<file path="src/rtl/fpu_pkg.sv">
`default_nettype none
// +----------------------------------------------------------------------------+
// | Module      : fpu_pkg                                                      |
// | Description : Shared FPU constants: opcodes, flag indices, FSM encoding,   |
// |               and qNaN / infinity bit-pattern builders.                    |
// | Revision    : 1.0 - initial release                                        |
// +----------------------------------------------------------------------------+
package fpu_pkg;

    localparam logic [1:0] OP_ADD = 2'b00;
    localparam logic [1:0] OP_SUB = 2'b01;

    localparam int ERR_INV = 3;
    localparam int ERR_OVF = 2;
    localparam int ERR_UNF = 1;
    localparam int ERR_INX = 0;

    localparam int STATE_W = 3;
    localparam logic [STATE_W-1:0] S_IDLE  = 3'd0;
    localparam logic [STATE_W-1:0] S_ALIGN = 3'd1;
    localparam logic [STATE_W-1:0] S_ADD   = 3'd2;
    localparam logic [STATE_W-1:0] S_NORM  = 3'd3;
    localparam logic [STATE_W-1:0] S_ROUND = 3'd4;
    localparam logic [STATE_W-1:0] S_DONE  = 3'd5;

    // Patterns are right-aligned in 64 bits; callers truncate to their width.
    function automatic logic [63:0] qnan_bits(input int exp_w, input int man_w);
        return ((64'd1 << (exp_w + 1)) - 64'd1) << (man_w - 1);
    endfunction

    function automatic logic [63:0] inf_bits(input logic sign, input int exp_w, input int man_w);
        return ({63'd0, sign} << (exp_w + man_w)) | (((64'd1 << exp_w) - 64'd1) << man_w);
    endfunction

endpackage
`default_nettype wire

</file>
<file path="src/rtl/fpu_lzc.sv">
`default_nettype none
// +----------------------------------------------------------------------------+
// | Module      : fpu_lzc                                                      |
// | Description : Combinational leading-zero counter; all-zero input gives     |
// |               WIDTH.                                                       |
// | Revision    : 1.0 - initial release                                        |
// +----------------------------------------------------------------------------+
module fpu_lzc #(
    parameter  int WIDTH = 27,
    localparam int CNT_W = $clog2(WIDTH + 1)
) (
    input  logic [WIDTH-1:0] i_data,
    output logic [CNT_W-1:0] o_count
);

    // Scan upward so the highest set bit has the final say.
    always_comb begin
        o_count = CNT_W'(WIDTH);
        for (int i = 0; i < WIDTH; i++) begin
            if (i_data[i]) begin
                o_count = CNT_W'(WIDTH - 1 - i);
            end
        end
    end

endmodule
`default_nettype wire

</file>
<file path="src/rtl/fp_addsub_seq.sv">
`default_nettype none
// +----------------------------------------------------------------------------+
// | Module      : fp_addsub_seq                                                |
// | Description : Multi-cycle IEEE-754-style add/subtract, parametrised        |
// |               precision, valid/ready on both sides.                        |
// | Revision    : 1.0 - initial release                                        |
// +----------------------------------------------------------------------------+
module fp_addsub_seq
    import fpu_pkg::*;
#(
    parameter  int EXP_W = 8,
    parameter  int MAN_W = 23,
    localparam int W     = 1 + EXP_W + MAN_W
) (
    input  logic         clk,
    input  logic         rst,
    input  logic         in_valid,
    output logic         in_ready,
    input  logic [1:0]   operation,
    input  logic [W-1:0] opa,
    input  logic [W-1:0] opb,
    output logic         out_valid,
    input  logic         out_ready,
    output logic [W-1:0] out,
    output logic [3:0]   errors
);

    localparam int SIG_W = MAN_W + 1;
    localparam int FLD_W = MAN_W + 4;
    localparam int SUM_W = MAN_W + 5;
    localparam int MR_W  = MAN_W + 1;
    localparam int EW    = EXP_W + 2;
    localparam int LZC_W = $clog2(FLD_W + 1);
    localparam logic [W-1:0]     c_QNAN    = W'(qnan_bits(EXP_W, MAN_W));
    localparam logic [EW-1:0]    c_EXP_MAX = EW'((1 << EXP_W) - 1);
    localparam logic [EXP_W-1:0] c_SH_MAX  = EXP_W'(MAN_W + 3);

    logic [STATE_W-1:0] r_state;
    logic [1:0]         r_op;
    logic [W-1:0]       r_opa, r_opb;
    logic               r_sign, r_zero_sign, r_eff_sub, r_spec;
    logic [W-1:0]       r_spec_val;
    logic [3:0]         r_spec_err;
    logic [EW-1:0]      r_exp, r_nexp;
    logic [FLD_W-1:0]   r_siga, r_sigb, r_norm;
    logic [SUM_W-1:0]   r_sum;

    logic               w_sa, w_sb, w_swap, w_xs, w_lost;
    logic [EXP_W-1:0]   w_ea, w_eb, w_xe, w_ye, w_d, w_sh;
    logic [MAN_W-1:0]   w_ma, w_mb, w_xm, w_ym;
    logic [W-2:0]       w_maga, w_magb;
    logic [SIG_W-1:0]   w_sigx, w_sigy;
    logic [FLD_W-1:0]   w_bext, w_bsh;
    logic               w_a_nan, w_b_nan, w_a_inf, w_b_inf, w_a_snan, w_b_snan;
    logic               w_spec;
    logic [W-1:0]       w_spec_val;
    logic [3:0]         w_spec_err;
    logic [LZC_W-1:0]   w_lzc;
    logic               w_zero, w_inx, w_rup;
    logic [MR_W-1:0]    w_rman;
    logic [EW-1:0]      w_rexp;
    logic [W-1:0]       w_res;
    logic [3:0]         w_err;

    assign in_ready = (r_state == S_IDLE) && !rst;

    // ALIGN: unpack, order by magnitude, shift the smaller operand with sticky.
    assign w_sa     = r_opa[W-1];
    assign w_sb     = r_opb[W-1] ^ (r_op == OP_SUB);
    assign w_ea     = r_opa[W-2:MAN_W];
    assign w_eb     = r_opb[W-2:MAN_W];
    assign w_ma     = r_opa[MAN_W-1:0];
    assign w_mb     = r_opb[MAN_W-1:0];
    assign w_maga   = (w_ea == '0) ? '0 : {w_ea, w_ma};
    assign w_magb   = (w_eb == '0) ? '0 : {w_eb, w_mb};
    assign w_swap   = w_magb > w_maga;
    assign w_xs     = w_swap ? w_sb : w_sa;
    assign w_xe     = w_swap ? w_eb : w_ea;
    assign w_ye     = w_swap ? w_ea : w_eb;
    assign w_xm     = w_swap ? w_mb : w_ma;
    assign w_ym     = w_swap ? w_ma : w_mb;
    assign w_sigx   = (w_xe == '0) ? '0 : {1'b1, w_xm};
    assign w_sigy   = (w_ye == '0) ? '0 : {1'b1, w_ym};
    assign w_d      = w_xe - w_ye;
    assign w_sh     = (w_d > c_SH_MAX) ? c_SH_MAX : w_d;
    assign w_bext   = {w_sigy, 3'b000};
    assign w_bsh    = w_bext >> w_sh;
    assign w_lost   = |(w_bext & ~({FLD_W{1'b1}} << w_sh));

    assign w_a_nan  = (&w_ea) && (|w_ma);
    assign w_b_nan  = (&w_eb) && (|w_mb);
    assign w_a_inf  = (&w_ea) && !(|w_ma);
    assign w_b_inf  = (&w_eb) && !(|w_mb);
    assign w_a_snan = w_a_nan && !w_ma[MAN_W-1];
    assign w_b_snan = w_b_nan && !w_mb[MAN_W-1];

    always_comb begin
        w_spec     = 1'b1;
        w_spec_val = c_QNAN;
        w_spec_err = '0;
        if (r_op[1]) begin
            w_spec_err[ERR_INV] = 1'b1;
        end else if (w_a_nan || w_b_nan) begin
            w_spec_err[ERR_INV] = w_a_snan | w_b_snan;
        end else if (w_a_inf && w_b_inf && (w_sa != w_sb)) begin
            w_spec_err[ERR_INV] = 1'b1;
        end else if (w_a_inf) begin
            w_spec_val = W'(inf_bits(w_sa, EXP_W, MAN_W));
        end else if (w_b_inf) begin
            w_spec_val = W'(inf_bits(w_sb, EXP_W, MAN_W));
        end else begin
            w_spec = 1'b0;
        end
    end

    fpu_lzc #(.WIDTH(FLD_W)) u_lzc (
        .i_data  (r_sum[FLD_W-1:0]),
        .o_count (w_lzc)
    );

    // A clear hidden bit after normalisation can only mean the sum was exactly zero.
    assign w_zero = ~r_norm[FLD_W-1];
    assign w_inx  = |r_norm[2:0];
    assign w_rup  = r_norm[2] & (r_norm[1] | r_norm[0] | r_norm[3]);
    assign w_rman = {1'b0, r_norm[FLD_W-2:3]} + MR_W'(w_rup);
    assign w_rexp = r_nexp + EW'(w_rman[MAN_W]);

    always_comb begin
        w_res          = {r_sign, w_rexp[EXP_W-1:0], w_rman[MAN_W-1:0]};
        w_err          = '0;
        w_err[ERR_INX] = w_inx;
        if (r_spec) begin
            w_res = r_spec_val;
            w_err = r_spec_err;
        end else if (w_zero) begin
            w_res = {r_zero_sign, {(W-1){1'b0}}};
            w_err = '0;
        end else if (r_nexp[EW-1] || (r_nexp == '0)) begin
            w_res          = {r_sign, {(W-1){1'b0}}};
            w_err[ERR_UNF] = 1'b1;
            w_err[ERR_INX] = 1'b1;
        end else if (!w_rexp[EW-1] && (w_rexp >= c_EXP_MAX)) begin
            w_res          = W'(inf_bits(r_sign, EXP_W, MAN_W));
            w_err[ERR_OVF] = 1'b1;
            w_err[ERR_INX] = 1'b1;
        end
    end

    always_ff @(posedge clk) begin
        case (r_state)
            S_IDLE: begin
                if (in_valid) begin
                    r_op  <= operation;
                    r_opa <= opa;
                    r_opb <= opb;
                end
            end
            S_ALIGN: begin
                r_sign      <= w_xs;
                r_zero_sign <= w_sa & w_sb;
                r_eff_sub   <= w_sa ^ w_sb;
                r_exp       <= {2'b00, w_xe};
                r_siga      <= {w_sigx, 3'b000};
                r_sigb      <= {w_bsh[FLD_W-1:1], w_bsh[0] | w_lost};
                r_spec      <= w_spec;
                r_spec_val  <= w_spec_val;
                r_spec_err  <= w_spec_err;
            end
            S_ADD: begin
                r_sum <= r_eff_sub ? ({1'b0, r_siga} - {1'b0, r_sigb})
                                   : ({1'b0, r_siga} + {1'b0, r_sigb});
            end
            S_NORM: begin
                if (r_sum[SUM_W-1]) begin
                    r_norm <= {r_sum[SUM_W-1:2], r_sum[1] | r_sum[0]};
                    r_nexp <= r_exp + EW'(1);
                end else begin
                    r_norm <= r_sum[FLD_W-1:0] << w_lzc;
                    r_nexp <= r_exp - EW'(w_lzc);
                end
            end
            default: ;
        endcase
    end

    always_ff @(posedge clk) begin
        if (rst) begin
            r_state   <= S_IDLE;
            out_valid <= 1'b0;
            out       <= '0;
            errors    <= '0;
        end else begin
            case (r_state)
                S_IDLE:  if (in_valid) r_state <= S_ALIGN;
                S_ALIGN: r_state <= S_ADD;
                S_ADD:   r_state <= S_NORM;
                S_NORM:  r_state <= S_ROUND;
                S_ROUND: begin
                    out       <= w_res;
                    errors    <= w_err;
                    out_valid <= 1'b1;
                    r_state   <= S_DONE;
                end
                S_DONE: begin
                    if (out_ready) begin
                        out_valid <= 1'b0;
                        r_state   <= S_IDLE;
                    end
                end
                default: r_state <= S_IDLE;
            endcase
        end
    end

endmodule
`default_nettype wire

</file>
<file path="config.mk">
export PLATFORM = sky130hd
export DESIGN_NAME = fp_addsub_seq
export DESIGN_NICKNAME = d
export VERILOG_FILES = /design/src/rtl/fpu_pkg.sv /design/src/rtl/fpu_lzc.sv /design/src/rtl/fp_addsub_seq.sv
export SDC_FILE = /design/constraint.sdc
export NUM_CORES = 1
export LEC_CHECK = 0
export CAP_MARGIN = 20
export CORE_ASPECT_RATIO = 2
export CORE_UTILIZATION = 35
export CTS_CLUSTER_SIZE = 12
export DETAILED_ROUTE_END_ITERATION = 10
export SLEW_MARGIN = 25
export SYNTH_ARGS = -nofsm -noshare
export SYNTH_HDL_FRONTEND = slang
export SYNTH_SLANG_ARGS = --single-unit
</file>
<file path="constraint.sdc">
create_clock -name clk -period 13.05 [get_ports clk]
set_input_delay 2.61 -clock clk [delete_from_list [all_inputs] [get_ports clk]]
set_output_delay 2.61 -clock clk [all_outputs]
set_load 0.005 [all_outputs]
</file>
==> impl_results.html, run 1 <==
<table>
<tr><th>Metric</th><th>Value</th></tr>
<tr><th colspan="2">Critical path</th></tr>
<tr><td>Critical Path Start</td><td>r_opb[28]$_DFFE_PP_</td></tr>
<tr><td>Critical path data arrival time</td><td>9580 ps</td></tr>
<tr><td>Path depth of the worst reg2reg path</td><td>22</td></tr>
<tr><td>Maximum fanout count along the critical path</td><td>25</td></tr>
<tr><td>Terminus of the critical flop-to-flop path</td><td>r_sigb[2]$_SDFFCE_PP0P_</td></tr>
<tr><td>Register-to-Register Setup Slack</td><td>3900 ps</td></tr>
<tr><td>Worst EP required</td><td>13480 ps</td></tr>
<tr><td>Worst setup EP type</td><td>flop</td></tr>
<tr><td>Startpoint type of the worst setup path</td><td>flop</td></tr>
<tr><td>Beginning of the worst register-to-register path</td><td>r_opb[28]$_DFFE_PP_</td></tr>
<tr><td>Critical Setup Path Class</td><td>reg -&gt; reg</td></tr>
<tr><th colspan="2">Clock tree</th></tr>
<tr><td>Level count of the clock H-tree</td><td>1</td></tr>
<tr><td>Clock transition at the registers of the reported paths</td><td>60 ps</td></tr>
<tr><td>Worst skew pair latency</td><td>580 ps</td></tr>
<tr><td>CTS buffer count</td><td>25</td></tr>
<tr><td>Worst-case clock buffer depth</td><td>3</td></tr>
<tr><td>Number of buffers inserted to repair setup after CTS</td><td>0</td></tr>
<tr><td>Cts hold-fix bufs</td><td>0</td></tr>
<tr><td>Clock sinks</td><td>237</td></tr>
<tr><td>Number of gates resized after CTS</td><td>0</td></tr>
<tr><td>Clock root buffer</td><td>clkbuf_16</td></tr>
<tr><td>TritonCTS clock tree</td><td>yes</td></tr>
<tr><th colspan="2">Detailed routing</th></tr>
<tr><td>Detailed-router iteration count before antenna repair</td><td>5</td></tr>
<tr><td>Starting DRT DRC Count</td><td>839</td></tr>
<tr><td>DRT antenna net count</td><td>0</td></tr>
<tr><td>Via total after detailed routing</td><td>14859</td></tr>
<tr><td>Post-detailed-route wirelength per cell</td><td>22.5 um</td></tr>
<tr><td>Final routed DRC violation total</td><td>0</td></tr>
<tr><td>Vias per cell</td><td>5.78</td></tr>
<tr><td>Final routed wirelength across all metal layers</td><td>58000 um</td></tr>
<tr><th colspan="2">STA</th></tr>
<tr><td>Setup slack after layout</td><td>3900 ps</td></tr>
<tr><td>Setup-failing EPs final</td><td>0</td></tr>
<tr><td>Sum of negative setup slack</td><td>0 ps</td></tr>
<tr><td>RSZ-0062 raised after global routing</td><td>false</td></tr>
<tr><td>Portion of the clock cycle consumed by the worst path in the final layout</td><td>0.701</td></tr>
<tr><td>Max Freq</td><td>0.109 GHz</td></tr>
<tr><td>Worst rel slew slack</td><td>0.331</td></tr>
<tr><td>Number of pins with negative max-slew slack in the final report</td><td>0</td></tr>
<tr><td>Final hold violations</td><td>0</td></tr>
<tr><td>Worst-Margin Slew</td><td>999 ps</td></tr>
<tr><td>Clock Skew</td><td>22.9 ps</td></tr>
<tr><td>Crit path time final</td><td>9150 ps</td></tr>
<tr><th colspan="2">Finish</th></tr>
<tr><td>Total number of nets in the final design</td><td>2082</td></tr>
<tr><td>Share of layout cells above drive strength 1</td><td>0.0614</td></tr>
<tr><td>Area Growth Syn to Fin</td><td>14.9%</td></tr>
<tr><td>Area of combinational cells with multiple inputs</td><td>9510 sq um</td></tr>
<tr><td>Register cell area after layout</td><td>6720 sq um</td></tr>
<tr><td>Final non-filler cell total</td><td>2571</td></tr>
<tr><td>Fill cell count</td><td>4895</td></tr>
<tr><td>Final core area utilization</td><td>0.408</td></tr>
<tr><th colspan="2">Logic synthesis</th></tr>
<tr><td>Number of flops mapped to enable cells by yosys</td><td>197</td></tr>
<tr><td>Count of distinct cell types in the synthesized netlist</td><td>91</td></tr>
<tr><td>Syn Std Cell Area</td><td>16900 sq um</td></tr>
<tr><td>Area leader, netlist</td><td>edfxtp_1</td></tr>
<tr><td>Synth Flop Type</td><td>edfxtp_1</td></tr>
<tr><td>Asr flop ratio synth</td><td>0</td></tr>
<tr><td>Flip-flop and latch count after synthesis</td><td>237</td></tr>
<tr><td>Number of nets in the synthesized netlist</td><td>2029</td></tr>
<tr><td>Top cell types by occurrence after synthesis</td><td>225 x nand2_1, 197 x edfxtp_1, 169 x nor2_1</td></tr>
<tr><td>Instance count of the mapped netlist</td><td>1866</td></tr>
<tr><td>Yosys warns</td><td>0</td></tr>
<tr><td>Portion of the post-synthesis area used by sequential elements</td><td>0.398</td></tr>
<tr><td>Most common cell in the netlist</td><td>nand2_1</td></tr>
<tr><td>Synth area leaders</td><td>edfxtp_1 35%, ha_1 6.8%, nand2_1 5.0%, dfxtp_1 4.7%, a21oi_1 4.5%</td></tr>
<tr><td>Syn Area/Cell</td><td>9.04 sq um</td></tr>
<tr><td>Fraction of post-synthesis cell area in the top cell type by area</td><td>0.351</td></tr>
<tr><th colspan="2">Global route</th></tr>
<tr><td>Vias in the first global route</td><td>14914</td></tr>
<tr><td>Global routing usage on met3</td><td>0.0220</td></tr>
<tr><td>GRT Overall Usage</td><td>0.238</td></tr>
<tr><td>Global route overflow</td><td>0</td></tr>
<tr><td>Pin count of the biggest net entering global routing</td><td>67</td></tr>
<tr><td>Initial antenna violation count</td><td>1</td></tr>
<tr><td>Wire length of the first global-routing pass</td><td>87500 um</td></tr>
<tr><td>Busiest layer in global routing</td><td>met2</td></tr>
<tr><td>GRT met1 Usage</td><td>0.208</td></tr>
<tr><td>Met2 layer usage reported by global route</td><td>0.472</td></tr>
<tr><th colspan="2">Placed design</th></tr>
<tr><td>Post-Place Worst Slack</td><td>4110 ps</td></tr>
<tr><td>Count of port buffers added during placement</td><td>107</td></tr>
<tr><td>DP Cell Count</td><td>2523</td></tr>
<tr><td>Routability congestion estimate</td><td>0.994</td></tr>
<tr><td>Placed wire-length estimate</td><td>46300 um</td></tr>
<tr><th colspan="2">Floorplanning</th></tr>
<tr><td>Initial core utilization</td><td>0.355</td></tr>
<tr><td>Number of primary I/O pins</td><td>108</td></tr>
<tr><td>Std-Cell Rows</td><td>113</td></tr>
<tr><td>Die X-Extent</td><td>157 um</td></tr>
<tr><td>Chip Height</td><td>312 um</td></tr>
<tr><td>Core area</td><td>47500 sq um</td></tr>
<tr><td>Die area</td><td>49100 sq um</td></tr>
<tr><th colspan="2">Power</th></tr>
<tr><td>Maximum ir drop on the vdd rail</td><td>0.000110 V</td></tr>
<tr><td>Static Leakage</td><td>7.23 nW</td></tr>
<tr><td>Power after layout</td><td>2.91 mW</td></tr>
<tr><td>Power density cells</td><td>150 nW/um^2</td></tr>
<tr><th colspan="2">Flow run</th></tr>
<tr><td>Number of maximum-capacitance violations</td><td>0</td></tr>
<tr><th colspan="2">Min path</th></tr>
<tr><td>Source of the worst hold timing path</td><td>errors[3]$_SDFFE_PP0P_</td></tr>
<tr><td>End point of the worst hold path</td><td>errors[3]$_SDFFE_PP0P_</td></tr>
<tr><td>Cell depth of the worst hold path</td><td>2</td></tr>
<tr><td>Class of the worst hold path</td><td>reg -&gt; reg</td></tr>
<tr><th colspan="2">Status</th></tr>
<tr><td>Status</td><td>finished, final reports clean</td></tr>
</table>
==> through the flow <==
stage / hold slack [ps] / instance area (sq um)
detailed placement: 445 / 18600
finish: 449 / 19400
CTS: 451 / 19300
floorplan: 448 / 16900
global route: 466 / 19400
global placement: 452 / 18600
==> placed cells by master (no fill, tap or decap), types with 17 or more instances in the layout <==
cell               n
o211ai_1          20
a21o_1            18
clkbuf_16         27
mux2i_1           63
and3_1            23
xor2_1            31
xnor2_1           40
buf_4             25
inv_1             76
mux2_2            19
o22ai_1           18
o21ai_0           86
nor2_1           168
nand2b_1          17
and2_1            32
ha_1              91
nor4_1            33
nand4_1           17
a21oi_1          152
clkdlybuf4s50_1  107
nand3_1           31
nand2_1          225
edfxtp_1         197
nor3_1            72
o31ai_1           17
dfxtp_1           40
a211oi_1          29
==> where the power goes <==
| part | total, mW | switching, mW | internal [mW] |
|---|---|---|---|
| Sequential | 1.04 | 0.100 | 0.943 |
| Clock | 0.686 | 0.299 | 0.388 |
| Combinational | 1.18 | 0.763 | 0.418 |
==> worst max-delay path, cell delays in order, from the launching register on <==
cell      delay (ps)
edfxtp_1         550
nor4_1           520
nand3_1          730
and2_1           440
ha_1             300
and4_1           200
and3_1           250
o31a_1           190
o211ai_1         640
nand2_2          430
nor2_1           200
a22oi_1          110
ha_1             440
inv_1            360
nor2_1           220
or4_1            530
nand4b_1         180
nand2b_1         450
nand3_1          690
nand2_1          440
o22ai_1          140
o32ai_1          730
o22a_1           230
==> cell type report <==
cell class,count,area share
Inverter,79,0.0153
Timing Repair Buffer,133,0.0660
Multi-Input combinational cell,1443,0.491
Clock inverter,5,0.00207
Antenna cell,1,0.000129
Sequential cell,237,0.347
Clock buffer,41,0.0381
Tap cell,632,0.0408
==> kinds of logic after synthesis <==
family / after synthesis / synth area share
buf+inv: 186 / 0.0435
fa+ha+maj: 94 / 0.0705
simple gates: 683 / 0.193
flops: 237 / 0.398
compound gates: 504 / 0.198
xor+xnor: 73 / 0.0379
mux: 89 / 0.0587
==> metal layers <==
metal	part of all wire	vias to the layer above
met4	0.094	0
met2	0.56	554
met1	0.31	7057
met5	0	-
li1	-	7016
met3	0.034	232
==> state kept, by name, indices dropped and copies added (netlist names), 4 cells and up <==
register  flops
r_sigb       27
r_nexp       10
r_norm       27
r_exp         8
r_opa        32
r_opb        32
errors        4
out          32
r_sum        28
r_siga       24
==> how the worst max path moves through the flow <==
stage,endpoint,slack (ps),cells past startpoint
after floorplan,r_op[0]$_DFFE_PP_,3070,1
after global placement,r_sigb[12]$_SDFFCE_PP0P_,4260,22
after detailed placement,r_sigb[12]$_SDFFCE_PP0P_,4110,22
after CTS,r_sigb[0]$_DFFE_PP_,4060,22
after global routing,r_sigb[18]$_SDFFCE_PP0P_,3450,22
final,r_sigb[2]$_SDFFCE_PP0P_,3900,22
No activity file was read; power rests on OpenSTA's default activity.
==> run 2: changes to the inputs <==
Clock period 13.05 ns to 8.8 ns, I/O delays scaled along.
==> run 2 against run 1 <==
Effect of this change:
- sequential share of layout area fell by 0.59 points
- non-clock buffer count rose by 33
- combinational power rose by 57%
- critical endpoint is now r_sigb[1]$_SDFFCE_PP0P_
- largest cell class unchanged
- largest power group unchanged
- highest routed layer unchanged
==> impl_results.html, run 2 (same netlist as run 1, synthesis figures left out) <==
<table>
<tr><th>Metric</th><th>Value</th></tr>
<tr><th colspan="2">Global route</th></tr>
<tr><td>Global route overflow</td><td>0</td></tr>
<tr><td>GRT Overall Usage</td><td>0.254</td></tr>
<tr><td>Initial antenna violation count</td><td>2</td></tr>
<tr><td>Busiest layer in global routing</td><td>met2</td></tr>
<tr><td>Wire length of the first global-routing pass</td><td>92100 um</td></tr>
<tr><td>Pin count of the biggest net entering global routing</td><td>67</td></tr>
<tr><td>Met2 layer usage reported by global route</td><td>0.507</td></tr>
<tr><td>Vias in the first global route</td><td>15613</td></tr>
<tr><td>GRT met1 Usage</td><td>0.209</td></tr>
<tr><td>Global routing usage on met3</td><td>0.0286</td></tr>
<tr><th colspan="2">Power</th></tr>
<tr><td>Maximum ir drop on the vdd rail</td><td>0.000172 V</td></tr>
<tr><td>Power density cells</td><td>228 nW/um^2</td></tr>
<tr><td>Static Leakage</td><td>7.41 nW</td></tr>
<tr><td>Power after layout</td><td>4.50 mW</td></tr>
<tr><th colspan="2">Clock tree</th></tr>
<tr><td>CTS buffer count</td><td>26</td></tr>
<tr><td>Clock root buffer</td><td>clkbuf_16</td></tr>
<tr><td>Worst-case clock buffer depth</td><td>3</td></tr>
<tr><td>Clock sinks</td><td>237</td></tr>
<tr><td>Number of gates resized after CTS</td><td>0</td></tr>
<tr><td>Number of buffers inserted to repair setup after CTS</td><td>0</td></tr>
<tr><td>TritonCTS clock tree</td><td>yes</td></tr>
<tr><td>Level count of the clock H-tree</td><td>1</td></tr>
<tr><td>Worst skew pair latency</td><td>590 ps</td></tr>
<tr><td>Clock transition at the registers of the reported paths</td><td>60 ps</td></tr>
<tr><td>Cts hold-fix bufs</td><td>0</td></tr>
<tr><th colspan="2">Min path</th></tr>
<tr><td>Cell depth of the worst hold path</td><td>2</td></tr>
<tr><td>Source of the worst hold timing path</td><td>errors[2]$_SDFFE_PP0P_</td></tr>
<tr><td>End point of the worst hold path</td><td>errors[2]$_SDFFE_PP0P_</td></tr>
<tr><td>Class of the worst hold path</td><td>reg -&gt; reg</td></tr>
<tr><th colspan="2">STA</th></tr>
<tr><td>RSZ-0062 raised after global routing</td><td>false</td></tr>
<tr><td>Final hold violations</td><td>0</td></tr>
<tr><td>Clock Skew</td><td>35.0 ps</td></tr>
<tr><td>Portion of the clock cycle consumed by the worst path in the final layout</td><td>0.822</td></tr>
<tr><td>Max Freq</td><td>0.138 GHz</td></tr>
<tr><td>Number of pins with negative max-slew slack in the final report</td><td>0</td></tr>
<tr><td>Final hold slack</td><td>455 ps</td></tr>
<tr><td>Crit path time final</td><td>7230 ps</td></tr>
<tr><td>Sum of negative setup slack</td><td>0 ps</td></tr>
<tr><td>Worst-Margin Slew</td><td>998 ps</td></tr>
<tr><td>Setup-failing EPs final</td><td>0</td></tr>
<tr><td>Worst rel slew slack</td><td>0.335</td></tr>
<tr><th colspan="2">Floorplanning</th></tr>
<tr><td>Number of primary I/O pins</td><td>108</td></tr>
<tr><td>Die X-Extent</td><td>157 um</td></tr>
<tr><td>Std-Cell Rows</td><td>113</td></tr>
<tr><td>Die area</td><td>49100 sq um</td></tr>
<tr><td>Core area</td><td>47500 sq um</td></tr>
<tr><td>Initial core utilization</td><td>0.355</td></tr>
<tr><td>Chip Height</td><td>312 um</td></tr>
<tr><th colspan="2">Critical path</th></tr>
<tr><td>Worst setup EP type</td><td>flop</td></tr>
<tr><td>Critical path data arrival time</td><td>7550 ps</td></tr>
<tr><td>Maximum fanout count along the critical path</td><td>25</td></tr>
<tr><td>Startpoint type of the worst setup path</td><td>flop</td></tr>
<tr><td>Worst EP required</td><td>9110 ps</td></tr>
<tr><td>Path depth of the worst reg2reg path</td><td>25</td></tr>
<tr><td>Critical Setup Path Class</td><td>reg -&gt; reg</td></tr>
<tr><td>Beginning of the worst register-to-register path</td><td>r_opb[28]$_DFFE_PP_</td></tr>
<tr><td>Register-to-Register Setup Slack</td><td>1570 ps</td></tr>
<tr><td>Terminus of the critical flop-to-flop path</td><td>r_sigb[1]$_SDFFCE_PP0P_</td></tr>
<tr><th colspan="2">Placed design</th></tr>
<tr><td>Placed wire-length estimate</td><td>49300 um</td></tr>
<tr><td>Routability congestion estimate</td><td>0.990</td></tr>
<tr><td>Count of port buffers added during placement</td><td>107</td></tr>
<tr><th colspan="2">Detailed routing</th></tr>
<tr><td>Starting DRT DRC Count</td><td>947</td></tr>
<tr><td>DRT antenna net count</td><td>0</td></tr>
<tr><td>Final routed wirelength across all metal layers</td><td>61500 um</td></tr>
<tr><td>Post-detailed-route wirelength per cell</td><td>23.6 um</td></tr>
<tr><td>Via total after detailed routing</td><td>15157</td></tr>
<tr><td>Vias per cell</td><td>5.82</td></tr>
<tr><td>Detailed-router iteration count before antenna repair</td><td>6</td></tr>
<tr><td>Final routed DRC violation total</td><td>0</td></tr>
<tr><th colspan="2">Finish</th></tr>
<tr><td>Area of combinational cells with multiple inputs</td><td>9500 sq um</td></tr>
<tr><td>Total number of nets in the final design</td><td>2116</td></tr>
<tr><td>Most common cell after layout, fill and taps aside</td><td>nand2_1</td></tr>
<tr><td>Register cell area after layout</td><td>6720 sq um</td></tr>
<tr><td>Area Growth Syn to Fin</td><td>16.8%</td></tr>
<tr><td>Most frequent cells in the layout</td><td>225 x nand2_1, 197 x edfxtp_1, 168 x nor2_1</td></tr>
<tr><td>Registers with the highest flip-flop counts</td><td>out (32), r_opa (32), r_opb (32)</td></tr>
<tr><td>Share of layout cells above drive strength 1</td><td>0.0771</td></tr>
<tr><td>Fill cell count</td><td>4817</td></tr>
<tr><th colspan="2">Flow run</th></tr>
<tr><td>Number of maximum-capacitance violations</td><td>0</td></tr>
<tr><th colspan="2">Status</th></tr>
<tr><td>Status</td><td>finished, final reports clean</td></tr>
</table>
[run 2: critical path: stages (launching register included)]
cell and delay (ps):
edfxtp_1 550, nor4_1 320, nand3_1 100, buf_4 230, and2_1 200, ha_1 300
and3_1 200, and3_1 350, o31a_1 350, o211ai_1 130, buf_4 180, nand2_2 110
nor2_1 50, a22oi_1 190, ha_1 250, nor2_1 60, a221oi_1 290, a221o_1 170
nand4b_1 120, and3_1 260, a211o_1 490, o21ai_0 520, a21boi_0 730, mux2i_1 210
a211oi_1 450, a31oi_1 90
[run 2: metal layers]
metal	vias up	routed length, um
li1	7093	-
met1	7235	18300
met2	576	34800
met3	253	2290
met4	0	6070
met5	-	0
[run 2: cell type report]
| cell class | count | share of cell area |
|---|---|---|
| multi-input cells | 1443 | 0.482 |
| flip-flops and latches | 237 | 0.341 |
| repair buffers | 166 | 0.0796 |
| well taps | 632 | 0.0401 |
| clock buffers | 35 | 0.0347 |
| inverters | 79 | 0.0150 |
| clock inverters | 11 | 0.00724 |
| diodes | 2 | 0.000254 |
[run 2: through the flow]
stage / area (sq um) / utilization / instances / setup WS (ps)
detailed placement: 18800 / 0.396 / 2555 / 1880
global placement: 18800 / 0.396 / 2555 / 1950
global route: 19700 / 0.415 / 2605 / 1230
finish: 19700 / 0.415 / 2605 / 1570
floorplan: 16900 / - / 1866 / 2370
CTS: 19700 / 0.414 / 2601 / 1850
[run 2: report_power, final]
group | internal, mW | switching [mW] | total (mW)
Combinational | 0.667 | 1.19 | 1.85
Sequential | 1.40 | 0.149 | 1.55
Clock | 0.631 | 0.466 | 1.10
Total | 2.70 | 1.80 | 4.50
[run 2: how the worst max path moves through the flow]
stage                                   start                       end  slack [ps]  cells after the start
after floorplan           r_opb[28]$_DFFE_PP_  r_sigb[17]$_SDFFCE_PP0P_        2370                     28
after global placement    r_opb[28]$_DFFE_PP_   r_sigb[1]$_SDFFCE_PP0P_        1950                     25
after detailed placement  r_opb[28]$_DFFE_PP_  r_sigb[12]$_SDFFCE_PP0P_        1880                     25
after CTS                 r_opb[28]$_DFFE_PP_  r_sigb[12]$_SDFFCE_PP0P_        1850                     25
after global routing      r_opb[28]$_DFFE_PP_   r_sigb[1]$_SDFFCE_PP0P_        1230                     25
final                     r_opb[28]$_DFFE_PP_   r_sigb[1]$_SDFFCE_PP0P_        1570                     25
